### src/rtl/aes_sbox_sched.sv
// Shares LANES external AES S-box lanes between SubBytes (128-bit) and SubWord (32-bit) jobs.
// One job in flight; result held until the output handshake; inputs stall outside IDLE.
module aes_sbox_sched #(
  parameter int LANES = 4
) (
  input  logic                 clk,
  input  logic                 rst_n,
  input  logic                 st_in_valid,
  output logic                 st_in_ready,
  input  logic [127:0]         st_in_data,
  output logic                 st_out_valid,
  input  logic                 st_out_ready,
  output logic [127:0]         st_out_data,
  input  logic                 kw_in_valid,
  output logic                 kw_in_ready,
  input  logic [31:0]          kw_in_data,
  output logic                 kw_out_valid,
  input  logic                 kw_out_ready,
  output logic [31:0]          kw_out_data,
  output logic [8*LANES-1:0]   sbox_idx,
  input  logic [8*LANES-1:0]   sbox_val,
  output logic                 busy
);

  localparam int NS = 16 / LANES;
  localparam int NK = 4 / LANES;
  localparam int BW = 8 * LANES;
  localparam int CW = $clog2(NS);

  if (!(LANES == 1 || LANES == 2 || LANES == 4)) begin : g_lanes_check
    $error("aes_sbox_sched: LANES must be 1, 2 or 4");
  end

  typedef enum logic [2:0] {IDLE, RUN_S, RUN_K, OUT_S, OUT_K} state_t;

  state_t                   state, state_nx;
  logic [NS-1:0][BW-1:0]    work, res;
  logic [127:0]             res_flat;
  logic [CW-1:0]            cnt;
  logic                     last_k;
  logic                     grant_s, grant_k;

  assign res_flat = res;
  assign busy     = (state != IDLE);

  // Round-robin on contention: the requester not served last time wins a tie.
  assign grant_s = st_in_valid & (~kw_in_valid | last_k);
  assign grant_k = kw_in_valid & (~st_in_valid | ~last_k);

  always_comb begin
    state_nx     = state;
    st_in_ready  = 1'b0;
    kw_in_ready  = 1'b0;
    sbox_idx     = '0;
    st_out_valid = 1'b0;
    kw_out_valid = 1'b0;
    st_out_data  = '0;
    kw_out_data  = '0;
    case (state)
      IDLE: begin
        st_in_ready = grant_s;
        kw_in_ready = grant_k;
        if (grant_s)      state_nx = RUN_S;
        else if (grant_k) state_nx = RUN_K;
      end
      RUN_S: begin
        sbox_idx = work[cnt];
        if (cnt == CW'(NS - 1)) state_nx = OUT_S;
      end
      RUN_K: begin
        sbox_idx = work[cnt];
        if (cnt == CW'(NK - 1)) state_nx = OUT_K;
      end
      OUT_S: begin
        st_out_valid = 1'b1;
        st_out_data  = res_flat;
        if (st_out_ready) state_nx = IDLE;
      end
      OUT_K: begin
        kw_out_valid = 1'b1;
        kw_out_data  = res_flat[31:0];
        if (kw_out_ready) state_nx = IDLE;
      end
      default: state_nx = IDLE;
    endcase
  end

  always_ff @(posedge clk) begin
    if (!rst_n) begin
      state  <= IDLE;
      cnt    <= '0;
      last_k <= 1'b0;
      work   <= '0;
      res    <= '0;
    end else begin
      state <= state_nx;
      case (state)
        IDLE: begin
          if (grant_s) begin
            work   <= st_in_data;
            res    <= '0;
            cnt    <= '0;
            last_k <= 1'b0;
          end else if (grant_k) begin
            work   <= {96'b0, kw_in_data};
            res    <= '0;
            cnt    <= '0;
            last_k <= 1'b1;
          end
        end
        RUN_S, RUN_K: begin
          res[cnt] <= sbox_val;
          cnt      <= cnt + CW'(1);
        end
        default: ;
      endcase
    end
  end

endmodule

### config.mk
export PLATFORM = sky130hd
export DESIGN_NAME = aes_sbox_sched
export DESIGN_NICKNAME = d
export VERILOG_FILES = /design/src/rtl/aes_sbox_sched.sv
export SDC_FILE = /design/constraint.sdc
export NUM_CORES = 1
export LEC_CHECK = 0
export ABC_AREA = 1
export CORE_MARGIN = 5
export CORE_UTILIZATION = 28
export CTS_CLUSTER_SIZE = 24
export DETAILED_ROUTE_END_ITERATION = 6
export PLACE_DENSITY = 0.67
export SYNTH_ARGS = -nofsm -noshare
export SYNTH_HDL_FRONTEND = slang
export SYNTH_SLANG_ARGS = --single-unit
### constraint.sdc
create_clock -name clk -period 1.8 [get_ports clk]
set_input_delay 0.27 -clock clk [delete_from_list [all_inputs] [get_ports clk]]
set_output_delay 0.27 -clock clk [all_outputs]
set_load 0.01 [all_outputs]
* Word level (Yosys, flattened, before mapping)
Index checks and enable logic that the tools add are counted.
** Storage, ports and cells
- Flip-flop bits (word level) :: 262
- Input port bits :: 198
- Output and inout port bits :: 197
** Cells by class
- $add $sub $neg :: 1
- $lt $le $gt $ge :: 2
- Equal/unequal tests :: 10
- Mux-type cells :: 29
- Bitwise logic cells :: 7
- Reductions and logical operators :: 10
** Operator list (number)
- 128-bit two-way mux :: 5
- 128-bit one-hot mux with 2 select lines :: 1
- 128-bit bitwise mux :: 1
- 32-bit two-way mux :: 4
- 32-bit binary-select mux with 2-bit select :: 1
- 32-bit demux with 2-bit select :: 1
- 3-bit two-way mux :: 6
- 3-bit one-hot mux with 5 select lines :: 1
- 2-bit != test (second input constant) :: 4
- 3-bit by 2-bit equality test with 1-bit output (second input constant) :: 2
- 1-bit two-way mux :: 6
- 5-bit AND reduction :: 1
- 2-bit two-way mux :: 2
- 2-bit one-hot mux with 2 select lines :: 1
- 2-bit AND reduction :: 2
- 2-bit nonzero test :: 2
- 3-bit by 1-bit equality test with 1-bit output (second input constant) :: 1
- 3-bit equality test (second input constant) :: 1
- 3-bit logical NOT :: 1
- 2-bit by 3-bit < comparator with 1-bit output (second input constant) :: 1
- 3-bit != test (second input constant) :: 1
- 1-bit NOT :: 3
- 3-bit nonzero test :: 1
- 2-bit by 1-bit adder with 2-bit output (second input constant) :: 1
- 7 further kinds :: 9

* Longest topological paths before layout
- Depth in word-level cells :: 6
- Gate-level depth with buffers :: 12
- Mapped depth without buffers :: 9

* Least setup slack after synthesis
OpenSTA, ideal clock, no wires.
- Path type :: register to register
- From :: register cnt[0]
- To :: register res[65] (netlist bit)
- Data arrival time :: 1.842 ns
- Setup slack :: -0.112 ns
- Stages on the path, launching flop included :: 12
- Buffers on the path :: 4
- Clock period less this slack :: 1.912 ns
- Cells stage by stage :: dfxtp_1 clkinv_1 buf_2 clkbuf_1 ha_1 clkbuf_1 inv_1 nand2_1 nand2_2 buf_2 nand2_1 a21oi_1
** On the way
- Longest elaborated chain between the ends :: 6
- Elaborated cells on any way between the ends :: 7
** Ends and longest elaborated chain
- start, declared :: RTL line 39 : logic [CW-1:0] cnt;
- start signal, assigned :: RTL line 113 : cnt <= cnt + CW'(1);
- 2-bit by 3-bit < comparator with 1-bit output (implied by the code) / 2-bit by 1-bit >= comparator with 1-bit output (equally long branches) :: RTL line 112 : res[cnt] <= sbox_val;
- 1-bit logical AND (implied by the code) :: RTL line 112
- 32-bit two-way mux (implied by the code) :: RTL line 112
- 32-bit demux with 2-bit select (*) :: RTL line 112
- 128-bit bitwise mux (*) :: RTL line 112
- 128-bit one-hot mux with 2 select lines (*) :: RTL line 97 : case (state)
- end signal, assigned by index :: RTL line 112
- end, declared :: RTL line 37 : logic [NS-1:0][BW-1:0] work, res;
Every way passes the cells marked *; elsewhere a longest branch is shown, timed or not.
A chain may end at the register's enable or synchronous reset.

* Worst setup path in the final report
- From :: register state[2]
- To :: output port st_in_ready
** On the way
- Longest elaborated chain between the ends :: 2
** Ends and longest elaborated chain
- start, declared :: RTL line 36 : state_t state, state_nx;
- start signal, assigned :: RTL line 96 : state <= state_nx;
- 3-bit logical NOT :: RTL line 59 : case (state)
- 1-bit two-way mux :: RTL line 59
- end, declared :: RTL line 9 : output logic st_in_ready,
No other way between the ends.

==> flow_summary.toml <==
[clock_network]
clkSlewWorstSetupHoldPaths_ns = 0.07
clock-sinks = 262
cts_root_buffer = "clkbuf_16"
cts_tree = "yes"
clockBufferDepth = 3
postCtsHoldBufs = 0
htree_levels = 1
numCtsBuffers = 30
insertion_delay_ns = 0.57

[sta]
maxSlewViolCount = 0
hold_slack_ns = 0.266
setup_slack_ns = -0.433
max-slew-margin-rel_pct = 74.5
rsz0062_at_grt = "yes"
tns_ns = -85.82
finalHoldViolCount = 0
max_slew.worst_pin.slew_ns = 0.379
finalSetupViolCount = 385
period_share_pct = 124
max_freq_mhz = 448
skew_ns = 0.0213
period_minus_slack_ns = 2.23

[die]
ioPinCount = 395
start_util_pct = 28.3
core_area_um2 = 43100
rows = 76
die_y_um = 219
die-area_um2 = 47800
die_w_um = 219

[global_route]
grt_pass1_vias = 13400
overflow = 0
antenna_found_initial = 5
grt_pass1_wl_mm = 72.4
grt_max_degree = 79
grt_use_total_pct = 18.8

[run_status]
outcome = "finished with violations"
failed_checks = "setup timing"

[hold_path]
holdCritPathClass = "in2reg"

[logic_synthesis]
yosys_register_bits = 262
avgSynthCellArea_um2 = 6.53
yosysSeqAreaShare_pct = 43.0
async_reset_ff_share_pct = 0
ys_warn_count = 0
netlist_top_cells_area = "dfxtp_1, nand2_1, a21oi_1"
synth_cell_types = 22
yosys.area.top_type_share_pct = 43.0
synthCells = 1866
syn_nets = 2068
ys.flop_type = "dfxtp_1"
yosysMostFrequentCell = "nand2_1"
synth_edf_count = 0
syn_area_um2 = 12200
synth_top_area_cell = "dfxtp_1"
yosys-top-cells-count = "nand2_1, a21oi_1, dfxtp_1"

[detailed_routing]
first_pass_iters = 7
wirelength_mm = 53.5
vias = 14300
drc = 0
viasPerCell = 4.85
avgRoutedWirePerCell_um = 18.1
drt_iter0_drc = 1052
antenna_left = 0

[layout]
multi_input_area_um2 = 6530
layout-drive-gt1-share_pct = 28.0
nFillCells = 4147
areaGrowthSynthToFinish_pct = 67.3
post-route-util_pct = 47.4
final_nets = 2544
seq_area_um2 = 5260
final_cells = 2951
finish.instance_area_um2 = 20400

[critical_path]
path_class = "reg2out"
cp_slowest_cell = "dfxtp_4"
worstPathCellList = "buf_6 > nor2_4 > buf_4 > nand2_4 > buf_4 > nor2_4 > buf_12 > buf_4"
endpoint_kind = "output pin"
worst_setup_path_start_kind = "flop"
crit_buf_inv = 5
critical_path.top_delay_family = "buffers and inverters"
path_max_fanout = 12
cpPeakStageDelay_ns = 0.37
required_ns = 1.53
cpMostUsedCell = "buf_4"
arrival_ns = 1.96

[placed_design]
place_inst = 2820
port_buffers = 394
placed_area_um2 = 17600
place_hpwl_mm = 34.2
pre_cts_ws_ns = -0.359
place_congestion = 0.835

[power_and_ir_drop]
ir_drop_mv = 0.975
leakagePower_nw = 8.20
design_power_total_mw = 33.0
power_density_nw_per_um2 = 1620

[job]
cap_violations = 0
## tightest hold or removal path: cells and delay by family
| kind | cells | cell delay [ns] |
|---|---|---|
| AOI/OAI and AO/OA | 1 | 0.05 |
| and+or+nand+nor | 1 | 0.06 |
| buffers and inverters | 1 | 0.39 |
## routing by layer
metal	routed length [um]	up-vias	global-route usage, %
li1	-	6841	-
met1	20700	6655	22.9
met2	25800	705	32.5
met3	5030	121	4.89
met4	1890	4	6.26
met5	22	-	0
## logic make-up (layout without fill, tap and decap cells)
| kind of cell | Yosys count | after routing | share of synthesized area [%] |
|---|---|---|---|
| simple gates | 819 | 822 | 27.0 |
| buf+inv | 358 | 853 | 12.2 |
| compound gates | 423 | 423 | 17.4 |
| flops | 262 | 262 | 43.0 |
| fa+ha+maj | 4 | 4 | 0.410 |
| other cells | 0 | 2 | 0 |
## placed cells by master, fill, tap and decap left out, types with 64 or more instances in the layout
cell type,count
nand3_1,130
o21ai_0,77
dfxtp_1,257
nor2_1,118
buf_6,70
buf_2,117
nand2_1,421
inv_1,187
buf_4,80
a21oi_1,248
nor2_2,64
clkdlybuf4s50_1,197
## where the power goes
group          internal [mW]  switching, mW
clock network           3.63           2.49
logic                   8.98           10.8
registers               6.71          0.489
## final timing paths
check                              endpoint  cells after the start      startpoint  slack (ns)
worst max-delay path            st_in_ready                      8        state[2]       -0.43
worst min-delay path               work[84]                      3  st_in_data[84]        0.27
worst max register to register      res[83]                     14        state[0]       -0.29
worst min register to register     work[83]                      2        work[83]        0.46
## area by class of cell
cell class / count / share of cell area (%)
multi-input cells: 1249 / 32.0
repair buffers: 585 / 29.7
flip-flops and latches: 262 / 25.8
clock buffers: 43 / 4.27
inverters: 213 / 4.04
well taps: 585 / 3.59
clock inverters: 11 / 0.570
repair inverters: 1 / 0.0429
diodes: 2 / 0.0245
## sequential cells by signal, summed over array words and instances, names as in the netlist
register,cells
cnt,2
res,128
state,3
work,128
last_k,1
## timing repair
action | CTS | global route
setup buffers | 18 | 24
endpoints found under the setup margin | 328 | 412
resized for setup | 494 | 670
pin swaps | 11 | 37
gates cloned | 5 | 30
(Power assumes the default switching activity.)
